--- src/rtl/spram_lsu.sv ---
// Load/store initiator for the single-port RAM wrapper: one outstanding byte/half/word access at a time.
// Build option: define SPRAM_LSU_MISALIGN_ERR_EN to reject misaligned/reserved requests with rsp_err instead of force-aligning them.
module spram_lsu #(
    parameter int ADDR_W = 17
) (
    input  logic              clk,
    input  logic              resetn,
    input  logic              req_valid,
    output logic              req_ready,
    input  logic              req_we,
    input  logic [1:0]        req_size,
    input  logic              req_unsigned,
    input  logic [ADDR_W-1:0] req_addr,
    input  logic [31:0]       req_wdata,
    output logic              rsp_valid,
    input  logic              rsp_ready,
    output logic [31:0]       rsp_rdata,
    output logic              rsp_err,
    output logic [3:0]        mem_wen,
    output logic [ADDR_W-3:0] mem_addr,
    output logic [31:0]       mem_wdata,
    input  logic [31:0]       mem_rdata
);

    typedef enum logic [1:0] {IDLE, ISSUE, CAPTURE, RESP} state_e;

    localparam logic [1:0] SZ_B   = 2'b00;
    localparam logic [1:0] SZ_H   = 2'b01;
    localparam logic [1:0] SZ_W   = 2'b10;
    localparam logic [1:0] SZ_RSV = 2'b11;

    state_e            state_q, state_d;
    logic [3:0]        mem_wen_q, mem_wen_d;
    logic [ADDR_W-3:0] mem_addr_q, mem_addr_d;
    logic [31:0]       mem_wdata_q, mem_wdata_d;
    logic              rsp_valid_q, rsp_valid_d;
    logic [31:0]       rsp_rdata_q, rsp_rdata_d;
    logic              rsp_err_q, rsp_err_d;
    logic [1:0]        lane_q, lane_d;
    logic [1:0]        size_q, size_d;
    logic              uns_q, uns_d;
    logic              we_q, we_d;
    logic              err_q, err_d;

    logic [1:0]  acc_lane, acc_size;
    logic        acc_err;
    logic [31:0] acc_wdata;
    logic [3:0]  acc_wen;
    logic [31:0] shifted, load_ext;

    // Request decode: effective lane/size, error flag, replicated write data and byte enables.
    always_comb begin
        acc_lane = req_addr[1:0];
        acc_size = req_size;
        acc_err  = 1'b0;
`ifdef SPRAM_LSU_MISALIGN_ERR_EN
        acc_err = ((req_size == SZ_H) && req_addr[0])
               || ((req_size == SZ_W) && (req_addr[1:0] != 2'b00))
               || (req_size == SZ_RSV);
`else
        case (req_size)
            SZ_B:    acc_lane = req_addr[1:0];
            SZ_H:    acc_lane = {req_addr[1], 1'b0};
            default: begin
                acc_lane = 2'b00;
                acc_size = SZ_W;
            end
        endcase
`endif
        case (acc_size)
            SZ_B: begin
                acc_wdata = {4{req_wdata[7:0]}};
                acc_wen   = 4'b0001 << acc_lane;
            end
            SZ_H: begin
                acc_wdata = {2{req_wdata[15:0]}};
                acc_wen   = acc_lane[1] ? 4'b1100 : 4'b0011;
            end
            default: begin
                acc_wdata = req_wdata;
                acc_wen   = 4'b1111;
            end
        endcase
    end

    // Halfword lanes are always even here, so one byte-granular shift serves both sub-word sizes.
    always_comb begin
        shifted = mem_rdata >> {lane_q, 3'b000};
        case (size_q)
            SZ_B:    load_ext = uns_q ? {24'h0, shifted[7:0]}  : {{24{shifted[7]}}, shifted[7:0]};
            SZ_H:    load_ext = uns_q ? {16'h0, shifted[15:0]} : {{16{shifted[15]}}, shifted[15:0]};
            default: load_ext = mem_rdata;
        endcase
    end

    // NOTE: every next-state signal gets a default before the case so no path leaves one unassigned (no latches).
    always_comb begin
        state_d     = state_q;
        mem_wen_d   = 4'b0000;
        mem_addr_d  = mem_addr_q;
        mem_wdata_d = mem_wdata_q;
        rsp_valid_d = rsp_valid_q;
        rsp_rdata_d = rsp_rdata_q;
        rsp_err_d   = rsp_err_q;
        lane_d      = lane_q;
        size_d      = size_q;
        uns_d       = uns_q;
        we_d        = we_q;
        err_d       = err_q;
        case (state_q)
            IDLE: begin
                if (req_valid) begin
                    mem_addr_d  = req_addr[ADDR_W-1:2];
                    mem_wdata_d = acc_wdata;
                    mem_wen_d   = (req_we && !acc_err) ? acc_wen : 4'b0000;
                    lane_d      = acc_lane;
                    size_d      = acc_size;
                    uns_d       = req_unsigned;
                    we_d        = req_we;
                    err_d       = acc_err;
                    state_d     = ISSUE;
                end
            end
            ISSUE: begin
                if (we_q || err_q) begin
                    rsp_valid_d = 1'b1;
                    rsp_rdata_d = 32'h0;
                    rsp_err_d   = err_q;
                    state_d     = RESP;
                end else begin
                    state_d = CAPTURE;
                end
            end
            CAPTURE: begin
                rsp_valid_d = 1'b1;
                rsp_rdata_d = load_ext;
                rsp_err_d   = 1'b0;
                state_d     = RESP;
            end
            RESP: begin
                if (rsp_ready) begin
                    rsp_valid_d = 1'b0;
                    state_d     = IDLE;
                end
            end
            default: state_d = IDLE;
        endcase
    end

    // NOTE: sequential state uses non-blocking assignments so all registers update together on the edge.
    always_ff @(posedge clk or negedge resetn) begin
        if (!resetn) begin
            state_q     <= IDLE;
            mem_wen_q   <= 4'b0000;
            mem_addr_q  <= '0;
            mem_wdata_q <= 32'h0;
            rsp_valid_q <= 1'b0;
            rsp_rdata_q <= 32'h0;
            rsp_err_q   <= 1'b0;
            lane_q      <= 2'b00;
            size_q      <= SZ_B;
            uns_q       <= 1'b0;
            we_q        <= 1'b0;
            err_q       <= 1'b0;
        end else begin
            state_q     <= state_d;
            mem_wen_q   <= mem_wen_d;
            mem_addr_q  <= mem_addr_d;
            mem_wdata_q <= mem_wdata_d;
            rsp_valid_q <= rsp_valid_d;
            rsp_rdata_q <= rsp_rdata_d;
            rsp_err_q   <= rsp_err_d;
            lane_q      <= lane_d;
            size_q      <= size_d;
            uns_q       <= uns_d;
            we_q        <= we_d;
            err_q       <= err_d;
        end
    end

    // Ready is held low while reset is asserted even though the state already reads IDLE.
    assign req_ready = resetn && (state_q == IDLE);
    assign rsp_valid = rsp_valid_q;
    assign rsp_rdata = rsp_rdata_q;
    assign rsp_err   = rsp_err_q;
    assign mem_wen   = mem_wen_q;
    assign mem_addr  = mem_addr_q;
    assign mem_wdata = mem_wdata_q;

endmodule

--- config.mk ---
export PLATFORM = sky130hd
export DESIGN_NAME = spram_lsu
export DESIGN_NICKNAME = d
export VERILOG_FILES = /design/src/rtl/spram_lsu.sv
export SDC_FILE = /design/constraint.sdc
export NUM_CORES = 1
export LEC_CHECK = 0
export BUFFER_PORTS_ARGS = -buffer_cell sky130_fd_sc_hd__buf_2
export CORE_UTILIZATION = 41
export CTS_BUF_LIST = sky130_fd_sc_hd__clkbuf_16
export DETAILED_ROUTE_END_ITERATION = 10
export PLACE_DENSITY = 0.68
export SKIP_CTS_REPAIR_TIMING = 1
export SLEW_MARGIN = 5
export SYNTH_ARGS = -nofsm -noshare
export SYNTH_HDL_FRONTEND = slang
export SYNTH_SLANG_ARGS = --single-unit
--- constraint.sdc ---
create_clock -name clk -period 4.9 [get_ports clk]
set_clock_uncertainty 0.05 [all_clocks]
set_input_delay 0.245 -clock clk [delete_from_list [all_inputs] [get_ports clk]]
set_output_delay 0.245 -clock clk [all_outputs]
set_load 0.1 [all_outputs]
==> flow_metrics.py, run 1 <==
metrics = {
    "drt": {
        "antenna_left": 0,
        "detail_route.wl_per_cell_um": 17.2,
        "m1WireLength_um": 5800,
        "drc_errors": 0,
        "wl_met3_um": 1060,
        "drt_iter0_markers": 264,
        "top_layer": "met4",
        "viasPerCell": 5.54,
        "met2RoutedLength_um": 6240,
        "routed_wl_um": 13300,
        "dr.pass1.iters": 5,
        "vias": 4276,
    },
    "final_layout": {
        "fillers": 1059,
        "layout.nets": 718,
        "drive_gt1_frac": 0.364,
        "areaGrowthSynthToFinish_pct": 25.1,
        "n_antenna_cell": 0,
    },
    "synth": {
        "ys_types": 43,
        "synth_area_leaders": "dfrtp_1 (48%), mux2i_1 (7.4%), mux2_2 (5.8%)",
        "post-synth-top-area-cell": "dfrtp_1",
        "synth_top_area_frac": 0.475,
        "ys_async_sr_fraction": 1.00,
        "yosys_most_used_dff": "dfrtp_1",
        "synth_edf_count": 0,
        "syn_nets": 565,
        "ys_seq_area_frac": 0.475,
        "yosys-top-cells-count": "dfrtp_1 (92), nand2_1 (55), a21oi_1 (38)",
        "yosysWarningCount": 0,
        "ys_ff_latch": 92,
        "synthesis.area_um2": 4850,
        "synth.most_common_cell": "dfrtp_1",
        "syn_inst": 471,
        "avgSynthCellArea_um2": 10.3,
    },
    "grt": {
        "grt_pass1_vias": 4205,
        "grt-ovfl-total": 0,
        "grt_pass1_wl_um": 21800,
        "track_usage": 0.225,
        "grt_max_degree": 51,
        "antenna_found_initial": 0,
    },
    "placement": {
        "hpwl_um": 9430,
        "portBuffers": 173,
        "gp_congestion": 0.880,
    },
    "critical_path": {
        "worst_setup_path_start_kind": "register",
        "critPathMaxStageDelay_ps": 590,
        "startpoint": "state_q[0]",
        "cpMostUsedCell": "buf_4",
        "critPathArrivalTime_ps": 3100,
        "cp_slowest_cell": "and2_1",
        "worst_ep_required_time_ps": 5130,
        "critPathCaptureType": "register",
        "worst-path-max-fanout": 26,
        "crit_buf_inv": 3,
        "crit_path_cell_trace": "inv_1 > ha_1 > buf_4 > and2_1 > buf_4 > a21oi_1 > o21ai_0 > a21o_1",
        "r2r_start": "state_q[0]",
        "crit_type": "register to register",
        "path_delay_family": "buffers and inverters",
    },
    "floorplanning": {
        "io_pins": 175,
        "die_x_um": 111,
        "initial_core_util": 0.423,
        "rows": 39,
        "fp.coreArea_um2": 11500,
        "fp.dieArea_um2": 12300,
        "die_y_um": 111,
    },
    "timing": {
        "relSlewSlack": 0.468,
        "fmax_mhz": 349,
        "rsz0062_at_grt": "false",
        "fin_setup_tns_ps": 0,
        "post-route-min-period_ps": 2860,
        "setup_viol": 0,
        "final_hold_viol_count": 0,
        "worst_slew_pin_slew_ps": 798,
        "slew_violations": 0,
        "period_share": 0.584,
    },
    "hold_path": {
        "min-delay-path-class": "input port to register",
        "hold_start": "req_unsigned",
    },
    "job": {
        "drv_cap": 0,
    },
    "clock_tree": {
        "clock_insertion_delay_worst_skew_ps": 350,
        "clk_pin_slew_ps": 70,
        "clockBufferDepth": 2,
        "htreeDepth": 3,
        "cts-root-buf": "clkbuf_16",
        "numCtsBuffers": 9,
        "cts.sinks": 92,
        "tritoncts": "built",
    },
    "run_status": {
        "outcome": "finished clean",
    },
}
-- metrics by stage --
| step | worst slack [ps] | utilization | hold slack [ps] | instance area [um^2] | std cells |
|---|---|---|---|---|---|
| 4_1_cts | 2070 | 0.528 | -138 | 6050 | 771 |
| 6_report | 2040 | 0.529 | 82.9 | 6060 | 772 |
| 2_1_floorplan | 3110 | - | -101 | 4850 | 471 |
| 3_3_place_gp | 2230 | 0.503 | 231 | 5760 | 755 |
| 3_5_place_dp | 2070 | 0.503 | 233 | 5760 | 755 |
| 5_1_grt | 1810 | 0.529 | 70.3 | 6060 | 772 |
-- sequential cells by signal, indices dropped and copies added (netlist names) --
name,cells
uns_q,1
lane_q,2
mem_addr,15
mem_wdata,32
rsp_rdata,32
size_q,2
rsp_valid,1
we_q,1
mem_wen,4
state_q,2
-- cell type report --
| class | count | area (um^2) | share of cell area |
|---|---|---|---|
| clock buffer | 9 | 225 | 0.0371 |
| clock inverter | 7 | 65.1 | 0.0107 |
| inverter | 9 | 33.8 | 0.00557 |
| multi-input combinational | 331 | 2330 | 0.384 |
| sequential | 92 | 2300 | 0.380 |
| tap | 143 | 179 | 0.0295 |
| timing repair buffer | 181 | 931 | 0.154 |
-- per-layer routing --
layer,vias to the layer above,track usage
met5,-,0
met4,0,0.0880
met3,11,0.0601
met2,183,0.355
met1,2041,0.296
li1,2041,-
-- worst paths after layout --
| check | cells after the start | endpoint | slack [ps] |
|---|---|---|---|
| worst min register to register | 2 | rsp_rdata[1] | 420 |
| worst max register to register | 8 | rsp_rdata[14] | 2040 |
| worst max-delay path | 8 | rsp_rdata[14] | 2040 |
| worst min-delay path | 2 | uns_q | 80 |
| max in group asynchronous | 3 | rsp_rdata[11] | 3310 |
| min in group asynchronous | 2 | uns_q | 390 |
-- cells in the final DEF, fill, tap and decap left out, drive strengths merged, types with 2 or more instances in the layout --
cell / netlist / routed
o21bai: 2 / 2
o211ai: 8 / 8
nor2b: 26 / 26
inv: 9 / 10
ha: 5 / 5
a21o: 7 / 7
clkbuf: 19 / 9
mux2i: 36 / 36
nand2b: 3 / 3
o21ai: 36 / 36
dfrtp: 92 / 92
nand3: 2 / 2
o2bb2ai: 2 / 2
a22o: 2 / 2
o221ai: 22 / 22
mux2: 26 / 26
o31ai: 3 / 3
a21oi: 39 / 39
nand2: 55 / 55
buf: 20 / 180
a2bb2oi: 6 / 6
and2: 3 / 3
nor2: 13 / 13
clkinv: 0 / 5
a32oi: 25 / 25
-- logic make-up (layout without fill, tap and decap cells) --
logic type / after synthesis / count (layout) / synth area share
compound gates: 157 / 157 / 0.225
fa+ha+maj: 5 / 5 / 0.0129
buf+inv: 48 / 206 / 0.0457
flops: 92 / 92 / 0.475
mux: 62 / 62 / 0.136
other cells: 1 / 1 / 0.000774
simple gates: 106 / 106 / 0.105
Power of run 1 is left out: the tool's default activity adds up to more than one toggle a clock period on the data nets, which glitch-free logic cannot reach.
==> run 2: changes to the inputs <==
Settings changed: PLACE_DENSITY 0.68 to 0.71.
Clock period 4.9 ns to 2.5 ns, I/O delays scaled along.
==> run 2 against run 1 <==
  * Hold slack got worse by 68 ps
  * Final cell count grew 3.2%
  * First-iteration DRC count rose by 21%
  * Largest cell class unchanged
  * Highest routed layer unchanged
  * Critical endpoint is now req_ready
  * Sequential cell count unchanged
==> flow_metrics.py, run 2 (synthesized netlist as in run 1, its figures left out) <==
metrics = {
    "grt": {
        "grt_pass1_vias": 4482,
        "grt-ovfl-total": 0,
        "track_usage": 0.225,
        "grt_pass1_wl_um": 22200,
        "grt_max_degree": 61,
        "antenna_found_initial": 0,
    },
    "critical_path": {
        "startpoint": "state_q[0]",
        "reg2reg_depth": 6,
        "worst_setup_path_start_kind": "register",
        "reg2reg_slack_ps": 620,
        "worst_ep_required_time_ps": 2330,
        "cp-endpoint": "req_ready",
        "r2r_end": "rsp_rdata[31]",
        "crit_type": "register to primary output",
        "worst-path-max-fanout": 5,
        "critPathArrivalTime_ps": 1740,
        "r2r_start": "state_q[1]",
        "critPathCaptureType": "primary output",
    },
    "floorplanning": {
        "fp.dieArea_um2": 12300,
        "fp.coreArea_um2": 11500,
        "initial_core_util": 0.423,
        "rows": 39,
        "die_x_um": 111,
        "io_pins": 175,
        "die_y_um": 111,
    },
    "placement": {
        "portBuffers": 173,
        "gp_congestion": 0.903,
        "hpwl_um": 9580,
    },
    "clock_tree": {
        "clk_pin_slew_ps": 70,
        "clockBufferDepth": 2,
        "clock_insertion_delay_worst_skew_ps": 340,
        "htreeDepth": 3,
        "numCtsBuffers": 9,
        "tritoncts": "built",
        "cts-root-buf": "clkbuf_16",
        "cts.sinks": 92,
    },
    "final_layout": {
        "n_antenna_cell": 0,
        "drive_gt1_frac": 0.362,
        "final_cell_mix": "buf_2 (172), dfrtp_1 (92), nand2_1 (54)",
        "final_common_cell": "buf_2",
        "layout.nets": 743,
        "fillers": 996,
        "areaGrowthSynthToFinish_pct": 30.9,
    },
    "job": {
        "drv_cap": 0,
    },
    "timing": {
        "fin_setup_tns_ps": 0,
        "period_share": 0.766,
        "final_hold_viol_count": 0,
        "fmax_mhz": 522,
        "worst_slew_pin_slew_ps": 625,
        "setup_viol": 0,
        "slew_violations": 0,
        "post-route-min-period_ps": 1910,
        "rsz0062_at_grt": "false",
        "relSlewSlack": 0.583,
    },
    "hold_path": {
        "hold_start": "req_wdata[21]",
        "min-delay-path-class": "input port to register",
    },
    "drt": {
        "antenna_left": 0,
        "drt_iter0_markers": 320,
        "routed_wl_um": 13700,
        "viasPerCell": 5.55,
        "detail_route.wl_per_cell_um": 17.2,
        "dr.pass1.iters": 5,
        "drc_errors": 0,
        "vias": 4423,
    },
    "run_status": {
        "outcome": "finished clean",
    },
}
[run 2: cell types whose count changed in the layout (fill, tap and decap cells not counted)]
cell	before	now
clkinv_4	1	2
inv_8	0	1
clkinv_1	2	0
clkinvlp_4	0	1
dlygate4sd3_1	1	20
inv_6	1	2
buf_4	8	12
clkinv_2	2	0
buf_12	0	2
[run 2: final cells by class]
| type | instances | area [um^2] | share of cell area |
|---|---|---|---|
| Timing Repair Buffer | 206 | 1190 | 0.188 |
| Clock buffer | 9 | 225 | 0.0355 |
| Tap cell | 143 | 179 | 0.0282 |
| Inverter | 9 | 33.8 | 0.00533 |
| Clock inverter | 7 | 83.8 | 0.0132 |
| Sequential cell | 92 | 2300 | 0.363 |
| Multi-Input combinational cell | 331 | 2330 | 0.367 |
[run 2: stage by stage]
stage	utilization	hold WS, ps	instance area, um^2	std cells	setup WS (ps)
after global routing	0.553	14.7	6340	797	455
after CTS	0.536	-334	6140	777	561
after floorplan	-	-221	4850	471	706
final	0.553	15.3	6340	797	585
after global placement	0.509	42.1	5830	761	736
after detailed placement	0.509	44.5	5830	761	620
[run 2: metal layers]
layer / track usage / routed length, um
met1: 0.283 / 5680
met2: 0.362 / 6620
met3: 0.0793 / 1200
met4: 0.0729 / 233
met5: 0 / 0
[run 2: worst min-delay path by stage]
stage	endpoint	slack, ps	cells past startpoint
after floorplan	lane_q[0]	-220	0
after global placement	rsp_rdata[4]	40	1
after detailed placement	rsp_rdata[4]	40	1
after CTS	rsp_rdata[7]	-330	1
after global routing	mem_wdata[1]	10	2
final	mem_wdata[21]	20	3
[run 2: worst max-delay path: stages, from the launching register on]
cell and delay, ps:
dfrtp_1 400, inv_1 150, ha_1 270, and2_1 150, buf_2 420
Power of run 2 is left out for the same reason.
